File: src/rtl/jtag_pkg.sv
// Shared TAP definitions: state encoding, IR opcodes and DR select decode.
// Optional IDCODE data register is enabled with the JTAG_IDCODE_EN macro.
package jtag_pkg;

  localparam int unsigned IR_W    = 4;
  localparam int unsigned BSR_LEN = 34;

`ifdef JTAG_IDCODE_EN
  localparam int unsigned     ID_W   = 32;
  localparam logic [ID_W-1:0] IDCODE = 32'h1000_0001;
`endif

  localparam logic [IR_W-1:0] OP_EXTEST         = 4'b0000;
  localparam logic [IR_W-1:0] OP_SAMPLE_PRELOAD = 4'b0001;
  localparam logic [IR_W-1:0] OP_IDCODE         = 4'b0010;
  localparam logic [IR_W-1:0] OP_BYPASS         = 4'b1111;

`ifdef JTAG_IDCODE_EN
  localparam logic [IR_W-1:0] OP_DEFAULT = OP_IDCODE;
`else
  localparam logic [IR_W-1:0] OP_DEFAULT = OP_BYPASS;
`endif

  // Standard 1149.1 state encoding, so tap_state matches common debug tooling
  typedef enum logic [3:0] {
    EXIT2_DR         = 4'h0,
    EXIT1_DR         = 4'h1,
    SHIFT_DR         = 4'h2,
    PAUSE_DR         = 4'h3,
    SELECT_IR        = 4'h4,
    UPDATE_DR        = 4'h5,
    CAPTURE_DR       = 4'h6,
    SELECT_DR        = 4'h7,
    EXIT2_IR         = 4'h8,
    EXIT1_IR         = 4'h9,
    SHIFT_IR         = 4'hA,
    PAUSE_IR         = 4'hB,
    RUN_IDLE         = 4'hC,
    UPDATE_IR        = 4'hD,
    CAPTURE_IR       = 4'hE,
    TEST_LOGIC_RESET = 4'hF
  } tap_state_e;

  typedef enum logic [1:0] {
    DR_BYPASS = 2'd0,
    DR_BSR    = 2'd1,
    DR_IDCODE = 2'd2
  } dr_sel_e;

  // Map an instruction to the data register it selects; unknown opcodes act as BYPASS
  function automatic dr_sel_e decode_dr_sel(input logic [IR_W-1:0] op);
    dr_sel_e sel;
    sel = DR_BYPASS;
    case (op)
      OP_EXTEST, OP_SAMPLE_PRELOAD: sel = DR_BSR;
`ifdef JTAG_IDCODE_EN
      OP_IDCODE:                    sel = DR_IDCODE;
`endif
      default:                      sel = DR_BYPASS;
    endcase
    return sel;
  endfunction

endpackage

File: src/rtl/jtag_tap_fsm.sv
// 16-state TAP controller state machine driven by TMS on the rising test clock.
module jtag_tap_fsm
  import jtag_pkg::*;
(
  input  logic       clk_i,
  input  logic       rst_ni,
  input  logic       tms_i,
  output tap_state_e state_o
);

  tap_state_e state_q;

  // State register with the 1149.1 TMS transition table
  always_ff @(posedge clk_i) begin
    if (!rst_ni) begin
      state_q <= TEST_LOGIC_RESET;
    end else begin
      case (state_q)
        TEST_LOGIC_RESET: state_q <= tms_i ? TEST_LOGIC_RESET : RUN_IDLE;
        RUN_IDLE:         state_q <= tms_i ? SELECT_DR        : RUN_IDLE;
        SELECT_DR:        state_q <= tms_i ? SELECT_IR        : CAPTURE_DR;
        CAPTURE_DR:       state_q <= tms_i ? EXIT1_DR         : SHIFT_DR;
        SHIFT_DR:         state_q <= tms_i ? EXIT1_DR         : SHIFT_DR;
        EXIT1_DR:         state_q <= tms_i ? UPDATE_DR        : PAUSE_DR;
        PAUSE_DR:         state_q <= tms_i ? EXIT2_DR         : PAUSE_DR;
        EXIT2_DR:         state_q <= tms_i ? UPDATE_DR        : SHIFT_DR;
        UPDATE_DR:        state_q <= tms_i ? SELECT_DR        : RUN_IDLE;
        SELECT_IR:        state_q <= tms_i ? TEST_LOGIC_RESET : CAPTURE_IR;
        CAPTURE_IR:       state_q <= tms_i ? EXIT1_IR         : SHIFT_IR;
        SHIFT_IR:         state_q <= tms_i ? EXIT1_IR         : SHIFT_IR;
        EXIT1_IR:         state_q <= tms_i ? UPDATE_IR        : PAUSE_IR;
        PAUSE_IR:         state_q <= tms_i ? EXIT2_IR         : PAUSE_IR;
        EXIT2_IR:         state_q <= tms_i ? UPDATE_IR        : SHIFT_IR;
        UPDATE_IR:        state_q <= tms_i ? SELECT_DR        : RUN_IDLE;
      endcase
    end
  end

  assign state_o = state_q;

endmodule

File: src/rtl/jtag_tap_controller.sv
// TAP controller for the adder boundary-scan chain: IR, BYPASS, optional IDCODE,
// TDO mux and boundary-cell clock/update generation.
// Define JTAG_IDCODE_EN to include the 32-bit IDCODE data register.
module jtag_tap_controller
  import jtag_pkg::*;
(
  input  logic       TCK,
  input  logic       TRSTn,
  input  logic       TMS,
  input  logic       TDI,
  input  logic       bsc_tdo,
  output logic       TDO,
  output logic       TDO_en,
  output logic       ShiftDR,
  output logic       ClockDR,
  output logic       UpdateDR,
  output logic       Mode,
  output logic [3:0] tap_state
);

  tap_state_e        state;
  dr_sel_e           dr_sel;
  logic [IR_W-1:0]   ir_sr_q;
  logic [IR_W-1:0]   ir_q;
  logic              bypass_q;
  logic              mode_q;
  logic              clkdr_q;
  logic              tdo_q;
  logic              tdo_en_q;
  logic              tdo_d;

  jtag_tap_fsm u_fsm (
    .clk_i  (TCK),
    .rst_ni (TRSTn),
    .tms_i  (TMS),
    .state_o(state)
  );

  // Active instruction selects the data register
  always_comb begin
    dr_sel = decode_dr_sel(ir_q);
  end

  // IR shift stage and BYPASS bit, both clocked on rising TCK
  always_ff @(posedge TCK) begin
    if (!TRSTn) begin
      ir_sr_q  <= IR_W'(1);
      bypass_q <= 1'b0;
    end else begin
      case (state)
        CAPTURE_IR: ir_sr_q <= IR_W'(1);
        SHIFT_IR:   ir_sr_q <= {TDI, ir_sr_q[IR_W-1:1]};
        default:    ;
      endcase
      case (state)
        CAPTURE_DR: bypass_q <= 1'b0;
        SHIFT_DR:   bypass_q <= TDI;
        default:    ;
      endcase
    end
  end

`ifdef JTAG_IDCODE_EN
  logic [ID_W-1:0] idcode_sr_q;

  // IDCODE capture/shift, only while IDCODE is the selected data register
  always_ff @(posedge TCK) begin
    if (!TRSTn) begin
      idcode_sr_q <= IDCODE;
    end else if (dr_sel == DR_IDCODE) begin
      case (state)
        CAPTURE_DR: idcode_sr_q <= IDCODE;
        SHIFT_DR:   idcode_sr_q <= {TDI, idcode_sr_q[ID_W-1:1]};
        default:    ;
      endcase
    end
  end
`endif

  // Serial output source for the current shift state
  always_comb begin
    tdo_d = 1'b0;
    case (state)
      SHIFT_IR: tdo_d = ir_sr_q[0];
      SHIFT_DR: begin
        case (dr_sel)
          DR_BSR:    tdo_d = bsc_tdo;
`ifdef JTAG_IDCODE_EN
          DR_IDCODE: tdo_d = idcode_sr_q[0];
`endif
          default:   tdo_d = bypass_q;
        endcase
      end
      default:  tdo_d = 1'b0;
    endcase
  end

  // Falling-edge registers: active IR, Mode, TDO, TDO enable and ClockDR gate
  always_ff @(negedge TCK) begin
    if (!TRSTn || state == TEST_LOGIC_RESET) begin
      ir_q     <= OP_DEFAULT;
      mode_q   <= 1'b0;
      tdo_q    <= 1'b0;
      tdo_en_q <= 1'b0;
      clkdr_q  <= 1'b0;
    end else begin
      if (state == UPDATE_IR) begin
        ir_q   <= ir_sr_q;
        mode_q <= (ir_sr_q == OP_EXTEST);
      end
      tdo_q    <= tdo_d;
      tdo_en_q <= (state == SHIFT_IR) || (state == SHIFT_DR);
      // Set while TCK is low so the gated clock only ever rises with TCK
      clkdr_q  <= ((state == CAPTURE_DR) || (state == SHIFT_DR)) && (dr_sel == DR_BSR);
    end
  end

  assign TDO       = tdo_q;
  assign TDO_en    = tdo_en_q;
  assign Mode      = mode_q;
  assign ClockDR   = TCK & clkdr_q;
  // One pulse in the low half of the UPDATE_DR cycle
  assign UpdateDR  = ~TCK & (state == UPDATE_DR) & (dr_sel == DR_BSR);
  assign ShiftDR   = (state == SHIFT_DR) && (dr_sel == DR_BSR);
  assign tap_state = 4'(state);

endmodule

File: config.mk
export PLATFORM = sky130hd
export DESIGN_NAME = jtag_tap_controller
export DESIGN_NICKNAME = d
export VERILOG_FILES = /design/src/rtl/jtag_pkg.sv /design/src/rtl/jtag_tap_fsm.sv /design/src/rtl/jtag_tap_controller.sv
export SDC_FILE = /design/constraint.sdc
export NUM_CORES = 1
export LEC_CHECK = 0
export CAP_MARGIN = 20
export CORE_MARGIN = 3
export CORE_UTILIZATION = 47
export CTS_CLUSTER_SIZE = 16
export DETAILED_ROUTE_END_ITERATION = 10
export PLACE_DENSITY = 0.8
export SLEW_MARGIN = 10
export SYNTH_ARGS = -nofsm -noshare
export SYNTH_HDL_FRONTEND = slang
export SYNTH_HIERARCHICAL = 1
export SYNTH_SLANG_ARGS = --single-unit
export TNS_END_PERCENT = 10
File: constraint.sdc
create_clock -name TCK -period 1.45 [get_ports TCK]
set_input_delay 0.3625 -clock TCK [delete_from_list [all_inputs] [get_ports TCK]]
set_output_delay 0.3625 -clock TCK [all_outputs]
set_load 0.01 [all_outputs]
# ---- Word-level counts from Yosys, hierarchy flattened
# Cells that the tools add are included.
dict set report op_classes {
  n_eq_ne 17
  n_mux 18
  n_bitwise 4
  reduce_logical 15
}
# operator n
set ops {}
lappend ops {{one-hot mux 4 bit (12 select lines)} 1}
lappend ops {{equality test 4 bit (second input constant)} 8}
lappend ops {{equality test 4 x 3 -> 1 bit (second input constant)} 4}
lappend ops {{logical NOT 4 bit} 3}
lappend ops {{two-way mux 2 bit} 6}
lappend ops {{two-way mux 3 bit} 4}
lappend ops {{equality test 4 x 1 -> 1 bit (second input constant)} 2}
lappend ops {{equality test 4 x 2 -> 1 bit (second input constant)} 2}
lappend ops {{one-hot mux 4 bit (2 select lines)} 1}
lappend ops {{OR reduction 2 bit} 3}
lappend ops {{two-way mux 4 bit} 1}
lappend ops {{one-hot mux 1 bit (2 select lines)} 2}
lappend ops {{nonzero test 2 bit} 2}
lappend ops {{AND 1 bit} 3}
lappend ops {{logical OR 1 bit} 3}
lappend ops {{two-way mux 1 bit} 3}
lappend ops {{OR reduction 3 bit} 1}
lappend ops {{equality test 2 x 1 -> 1 bit (second input constant)} 1}
lappend ops {{logical AND 1 bit} 2}
lappend ops {{logical NOT 1 bit} 1}
lappend ops {{inverter 1 bit} 1}
dict set report totals {
  regBits 17
}

# ---- Logic depth before layout (Yosys ltp)
# Gate-level depths: netlist of run 1.
dict set report depth {
  word_depth 6
  depth_mapped 4
}

# ---- Cells and area by module
# Netlist of run 1, hierarchy kept.
# module instances cells_each area_each_um2 seq_area_each_um2
set by_module_without_submodules {}
lappend by_module_without_submodules {jtag_tap_controller 1 59 525.5 240.2}
lappend by_module_without_submodules {jtag_tap_fsm 1 22 183.9 80.1}

==> metrics, run 1 <==
Least-Margin Pin Slew 0.316 ns; switching portion of total power 33.6%; share of layout cells above drive strength 1 48.6%; Fin. Hold Viols 0; Max VDD drop 0.847 mV; first-pass detailed-route iteration total 4; Hold Path Class input pin to register; Post-synth EDFFs 0; Sequential Power Share a little under a third; DP Area roughly 1000 sq um; combinational share of power 20.6%; Ant. Diodes 0; Yosys reg bits 16; routed via count 963; initial core utilization 52.5%; Post-Route Skew 0.115 ns; Die ar. 2010 sq um; vias in the first global route 1012; total gr overflow 0; top-area cell type share of the netlist area 45.1%; Gate Count Post-Synth 81; post-synthesis sequential area ratio 45.1%; drt drc 0; Boundary Pins 15; clock-pin slew on the worst setup and hold paths 0.11 ns; Critical Path RT 1.14 ns; CP Launch Type register; post-route cell area 1270 sq um; routed wire length 3.28 mm; dominant cell by count in the synthesized netlist dfxtp_1; synth unique cells 26; Die Height 44.9 microns; Finished Core Util 94.3%; Power, Total approximately 1.6 mW; Worst Hold Endpoint u_fsm/state_o[3]; RR Startpoint u_fsm/state_o[3]; total number of yosys warnings 6; DRT iter0 DRCs 47; die width 44.9 microns; nature of the critical path endpoint register; first-pass GRT wire length 4.62 mm; Pwr Density 1270 nW/um^2; Post-synth top cells dfxtp_1, nand2_1, mux2i_1; largest net degree at the start of global routing 12; max-cap violations 0; CTS tree done; Worst Setup SP u_fsm/state_o[3]; Reg2Reg Setup Slack -1.21 ns; synth top area cells dfxtp_1, mux2i_1, nand2_1; WHS Path Cells 3; Layout area overhead 79.5%; syn nets 86; ys async rst share 0%; Synth Flop Type dfxtp_1; Hold Crit Start TRSTn; FF-to-FF path depth 11; Crit Path Max Fanout 2; Setup Viol. Count Final 18; Setup TNS Final -8.16 ns; Final Wtd Congestion 0.794; Rel. slew slack between 70% and 80%; switching power total 544 uW; Synth area leader dfxtp_1; Antenna Nets Post-Route 0; core area 1350 sq um; DPL Wire Length 1.37 mm; Total Routing Usage GR 33.5%; Site Rows 13; Clock Power Share 48.2%; run status finished with violations; failing checks negative setup slack; Via-to-Cell Ratio 6.29; Post-Syn Area per Cell a little under 9 sq um; fillers 37; initial antenna violation count 0; reg2reg end clkdr_q; Pleak approximately 0.61 nW; final max-slew violation count 0; Final nets approximately 140; P_int 1.08 mW; Clock Latency Late Sink 0.52 ns; WS Path Type register to register; number of port buffers 14; WP data arrival between 2 and 2.5 ns; RSZ-0062 raised after global routing yes; wire length per cell ~21 microns; Final WS setup -1.21 ns; Post-Syn Area 709 sq um
[power groups by stage]
stage / Combinational, mW / Sequential [mW] / Clock [mW]
global route: 0.344 / 0.507 / 0.823
detailed placement: 0.272 / 0.503 / 0.0362
global placement: 0.265 / 0.500 / 0.0362
finish: 0.333 / 0.506 / 0.781
floorplan: 0.112 / 0.519 / 0.0362
CTS: 0.287 / 0.501 / 0.739
[critical path: stages, from the launching register on]
cell and delay, ns:
dfxtp_4 0.38, nor4_4 0.32, nand3b_1 0.15, buf_4 0.16, buf_4 0.12, buf_4 0.12, buf_4 0.12, buf_4 0.12
buf_4 0.12, buf_4 0.12, buf_4 0.13, nor2_4 0.07
[worst max-delay path by stage]
stage               slack [ns]  endpoint  depth (start not counted)
floorplan                -0.49  UpdateDR                          2
global placement         -1.02  UpdateDR                          3
detailed placement       -1.04   ShiftDR                          4
CTS                      -1.16  UpdateDR                          3
global route             -1.26   clkdr_q                         11
finish                   -1.21   clkdr_q                         11
[cell type report]
type,count,area [sq um],area share [%]
multi-input cells,58,429,33.7
repair buffers,42,345,27.1
flip-flops and latches,16,337,26.4
clock buffers,9,68.8,5.40
clock inverters,9,60.1,4.72
well taps,15,18.8,1.47
inverters,4,15.0,1.18
[stage by stage]
stage	hold WS [ns]	cells	worst slack, ns
finish	0.421	153	-1.21
global route	0.419	153	-1.26
floorplan	0.391	81	-0.489
CTS	0.416	153	-1.16
global placement	0.469	129	-1.02
detailed placement	0.486	129	-1.04
[cell families (layout without fill, tap and decap cells)]
logic type             count (synthesis)  in the layout  share of synthesized area [%]
flip-flops                            16             16                           45.2
AND/OR/NAND/NOR                       37             37                           29.8
AO/OA/AOI/OAI                         15             15                           12.5
buffers and inverters                  7             64                           4.06
multiplexers                           6              6                           8.47
[timing repair]
item                                    4_1_cts  5_1_grt
setup buffers                                 9        0
endpoints found under the setup margin       21       22
hold buffers                                  0        0
gates resized for setup                      58        9
pin swaps                                     4        0
[sequential cells by signal, summed over array words and instances, names as in the netlist]
register / cells
Mode: 1
TDO: 1
TDO_en: 1
bypass_q: 1
clkdr_q: 1
ir_q: 3
ir_sr_q: 4
u_fsm/state_o: 4
[placed cells by master (no fill, tap or decap), types with 2 or more instances in the layout]
cell and n:
a21oi_1 4, buf_2 6, buf_4 25, buf_6 8, clkbuf_4 7, clkdlybuf4s50_1 3, dfxtp_1 9, dfxtp_2 4
dfxtp_4 3, inv_1 10, mux2i_1 5, nand2_1 12, nand3b_1 5, nand4b_1 2, nor2_1 3, nor3_1 2
o21ai_0 5
[per-layer routing]
metal,vias up,wire length (microns),track usage (%)
li1,406,-,-
met1,453,1270,32.2
met2,74,1570,55.3
met3,30,231,14.3
met4,0,215,26.9
met5,-,0,0
(Power assumes the default switching activity.)
==> inputs of run 2 (changes only) <==
- RECOVER_POWER: not set -> 25
==> run 2 against run 1 <==
Compared with the run above: the flow still finishes with violations (negative setup slack); final cell count stayed put; clock skew down 0.0019 ns; largest power group unchanged; worst setup slack worse by 0.0062 ns; sequential power about the same; sequential share of layout area fell by 0.22 points; via count down 1.8%; cell area down 0.29%; sequential cell count did not move; non-clock buffer count is the same; register-to-register slack about the same; highest routed layer unchanged; power down 0.29%; clock power hardly changed.
==> metrics, run 2 (same netlist as run 1, synthesis figures left out) <==
run status finished with violations; failing checks negative setup slack; Clock Power Share 48.2%; Crit Path Max Fanout 2; vias in the first global route between 1000 and 1500; Boundary Pins 15; Finished Core Util 94.1%; Top cell by count, worst path buf_4; WP data arrival 2.35 ns; max-cap violations 0; share of layout cells above drive strength 1 47.8%; nature of the critical path endpoint register; initial core utilization 52.5%; Fin. Hold Viols 0; CP bufs+invs 8; first-pass detailed-route iteration total 4; switching power total 542 uW; Reg2Reg Setup Slack -1.21 ns; Pleak 0.606 nW; Clock Latency Late Sink 0.51 ns; CP peak stage delay 0.38 ns; Die ar. 2010 sq um; Slowest cell on crit path dfxtp_4; Setup Viol. Count Final 20; commonest non-fill, non-tap cell in the layout buf_4; total gr overflow 0; Final Wtd Congestion 0.794; core area 1350 sq um; clock-pin slew on the worst setup and hold paths 0.11 ns; Setup TNS Final -8.52 ns; Top delay family on crit path buffers and inverters; Power, Total 1.62 mW; final max-slew violation count 0; die width roughly 45 microns; Final WS setup -1.21 ns; P_int 1.07 mW; Layout area overhead 79.0%; routed via count 946; most frequent cells in the layout buf_4, nand2_1, dfxtp_1, inv_1, buf_6; DRT iter0 DRCs 45; WS Path Type register to register; initial antenna violation count 0; Site Rows 13; Total Routing Usage GR 33.5%; reg2reg end clkdr_q; CP Launch Type register; number of port buffers 14; Die Height approximately 45 microns; combinational share of power 20.5%; DPL Wire Length 1.37 mm; Least-Margin Pin Slew 0.308 ns; RR Startpoint u_fsm/state_o[3]; fillers 39; Final nets 143; Critical Path RT approximately 1.1 ns; first-pass GRT wire length between 4 and 5 mm; RSZ-0062 raised after global routing yes; Hold Path Class input pin to register; CTS tree done; critical-path cell list nor4_4 -> nand3b_1 -> buf_4 -> buf_4 -> buf_4 -> buf_4 -> buf_4 -> buf_4 -> buf_4 -> buf_4 -> nor2_4; Pwr Density 1270 nW/um^2; Worst Setup SP u_fsm/state_o[3]; WHS Path Cells 3; Rel. slew slack 79.3%; routed wire length 3.31 mm; Ant. Diodes 0; Placement Setup Slack -1.04 ns; wire length per cell around 22 microns; Max VDD drop 0.848 mV; Antenna Nets Post-Route 0; critical path depth 11; FF-to-FF path depth 11; Via-to-Cell Ratio 6.18; drt drc 0; Critical Path End clkdr_q; CTS Hold Bufs 0; switching portion of total power 33.5%; Post-Route Skew 0.113 ns; largest net degree at the start of global routing 12; Sequential Power Share 31.3%
## run 2: cell count changes in the layout (fill, tap and decap cells not counted)
cell	delta
dfxtp_1	+1
dfxtp_4	-1
## run 2: worst register-to-register path, cell delays in order (launching register included)
cell,delay [ns]
dfxtp_4,0.38
nor4_4,0.33
nand3b_1,0.16
buf_4,0.16
buf_4,0.12
buf_4,0.12
buf_4,0.12
buf_4,0.12
buf_4,0.12
buf_4,0.12
buf_4,0.13
nor2_4,0.07
## run 2: per-layer routing
metal  part of all wire (%)  wire (microns)  global-route usage, %
met5                      0               0                      0
met1                     37            1230                   32.2
met3                    8.0             263                   14.3
met2                     48            1600                   55.3
met4                    6.4             211                   26.9
## run 2: how the worst min path moves through the flow
stage	startpoint	endpoint	slack [ns]
global route	TRSTn	u_fsm/state_o[3]	0.42
detailed placement	bypass_q	bypass_q	0.49
finish	TRSTn	u_fsm/state_o[3]	0.42
global placement	bypass_q	bypass_q	0.47
CTS	TRSTn	u_fsm/state_o[3]	0.42
floorplan	TCK	UpdateDR	0.39
## run 2: timing repair
item                       CTS  global route
setup buffers                9             0
setup endpoints to repair   21            22
hold endpoints to repair     0             0
resized for setup           58             9
pin swaps                    4             0
## run 2: cell type report
| type | count | area, sq um | share of cell area (%) |
|---|---|---|---|
| multi-input cells | 58 | 429 | 33.8 |
| flip-flops and latches | 16 | 333 | 26.2 |
| inverters | 4 | 15.0 | 1.18 |
| clock inverters | 9 | 60.1 | 4.73 |
| repair buffers | 42 | 345 | 27.2 |
| clock buffers | 9 | 68.8 | 5.42 |
| well taps | 15 | 18.8 | 1.48 |
## run 2: stage by stage
step                      hold slack, ns  cells  cell area, sq um
after floorplan                    0.391     81               741
after global placement             0.469    129              1040
after detailed placement           0.486    129              1040
after CTS                          0.416    153              1230
after global routing               0.419    153              1270
final                              0.423    153              1270
## run 2: power by group through the flow
stage	clock network, mW	logic [mW]	registers, mW
after floorplan	0.0362	0.112	0.519
after global routing	0.823	0.344	0.506
final	0.779	0.332	0.505
after global placement	0.0362	0.265	0.500
after CTS	0.739	0.287	0.501
after detailed placement	0.0362	0.272	0.503
==> inputs of run 3 (changes only) <==
- CORE_MARGIN: 3 -> not set
==> run 3 against run 2 <==
Compared with the run above: the flow still finishes with violations (negative setup slack); power increased by 3.0%; clock skew is 0.0011 ns higher; wire length grew 13%; register-to-register slack improved by 0.26 ns.
==> metrics, run 3 (same netlist as run 1, synthesis figures left out) <==
final max-slew violation count 0; Setup Viol. Count Final 19; Via-to-Cell Ratio 6.75; Max VDD drop 0.976 mV; Crit Path Max Fanout 2; number of port buffers 14; Clock Latency Late Sink around 0.52 ns; CTS tree done; Die ar. roughly 1700 sq um; Antenna Nets Post-Route 0; # placed instances 128; Rel. slew slack 79.2%; run status finished with violations; WS Path Type register to primary output; sequential cell area 338 sq um; WHS Path Cells 3; Site Rows 13; critical-path cell list nor4_4 -> nand3b_1 -> nor2_2 -> buf_2; critical path depth 4; most frequent cells in the layout buf_6, buf_4, nand2_1; Pwr Density 1290 nW/um^2; Least-Margin Pin Slew 0.309 ns; nature of the critical path endpoint primary output; Die Height 40.9 microns; wire length per cell 24.8 microns; max-cap violations 0; routed via count 1019; share of layout cells above drive strength 1 50.7%; Ant. Diodes 0; first-pass GRT wire length 4.10 mm; Fin. Hold Viols 0; failing checks negative setup slack; DRT iter0 DRCs 103; WP data arrival 2.26 ns; FF-to-FF path depth 10; Layout area overhead 82.5%; Final nets 141; die width 40.9 microns; Multi-input gate area 433 sq um; Post-Route Skew 0.114 ns; fillers 30; Slowest cell on crit path dfxtp_2; Final Wtd Congestion roughly 0.8; largest net degree at the start of global routing 12; Boundary Pins 15; Hold Path Class input pin to register; Top delay family on crit path simple AND/OR/NAND/NOR gates; total gr overflow 0; Critical Path RT 1.09 ns; Total Routing Usage GR between 30 and 40%; Final Hold Slack 0.423 ns; Finished Core Util a little over nine tenths; vias in the first global route roughly 850; initial core utilization 52.5%; CP bufs+invs 1; CP Launch Type register; initial antenna violation count 0; clock-pin slew on the worst setup and hold paths 0.12 ns; Layout Cells excl Fill 151; Final WS setup -1.17 ns; RSZ-0062 raised after global routing yes; Pleak ~0.61 nW; Power, Total 1.66 mW; first-pass detailed-route iteration total 6; core area about 1400 sq um; routed wire length around 3.7 mm; drt drc 0; CP peak stage delay 0.34 ns; DPL Wire Length around 1.3 mm
## run 3: cell count changes in the layout (fill, tap and decap cells not counted), sizes merged
| cell | before | now |
|---|---|---|
| buf | 40 | 38 |
## run 3: what timing repair did
action | 4_1_cts | 5_1_grt
setup buffers | 9 | 0
hold endpoints to repair | 0 | 0
gates resized for setup | 64 | 14
hold buffers | 0 | 0
endpoints found under the setup margin | 21 | 21
pin swaps | 6 | 4
## run 3: power breakdown
part	switching, mW	internal (mW)	total (mW)
Combinational	0.185	0.164	0.349
Clock	0.370	0.437	0.807
Sequential	0.0397	0.469	0.508
Total	0.595	1.07	1.66
## run 3: path summary, 6_finish.rpt
kind	from	endpoint	slack [ns]
setup / recovery	ir_q[1]	ShiftDR	-1.17
hold / removal	TRSTn	u_fsm/state_o[3]	0.42
setup reg to reg	u_fsm/state_o[3]	clkdr_q	-0.95
hold reg to reg	Mode	Mode	0.56
## run 3: worst min-delay path, stage by stage
cell           delay, ns
dlygate4sd2_1       0.23
buf_4               0.15
nand2_1             0.06
## run 3: final cells by class
cell class,instances,share of cell area [%]
tap,15,1.45
multi-input combinational,58,33.4
sequential,16,26.1
timing repair buffer,40,27.9
inverter,4,1.16
clock inverter,9,4.64
clock buffer,9,5.31
## run 3: layer usage
layer | vias up | share of wire [%] | track usage, %
met5 | - | 0 | 0
met4 | 0 | 8.5 | 21.7
met3 | 36 | 12 | 22.8
met2 | 106 | 45 | 60.2
met1 | 481 | 34 | 41.6
li1 | 396 | - | -
## run 3: per-stage QoR
| step | cell area, sq um | TNS, ns | worst slack, ns |
|---|---|---|---|
| after floorplan | 741 | -4.05 | -0.489 |
| after global placement | 1040 | -8.77 | -1.01 |
| after detailed placement | 1040 | -8.91 | -1.06 |
| after CTS | 1240 | -7.24 | -1.10 |
| after global routing | 1290 | -8.56 | -1.22 |
| final | 1290 | -8.17 | -1.17 |
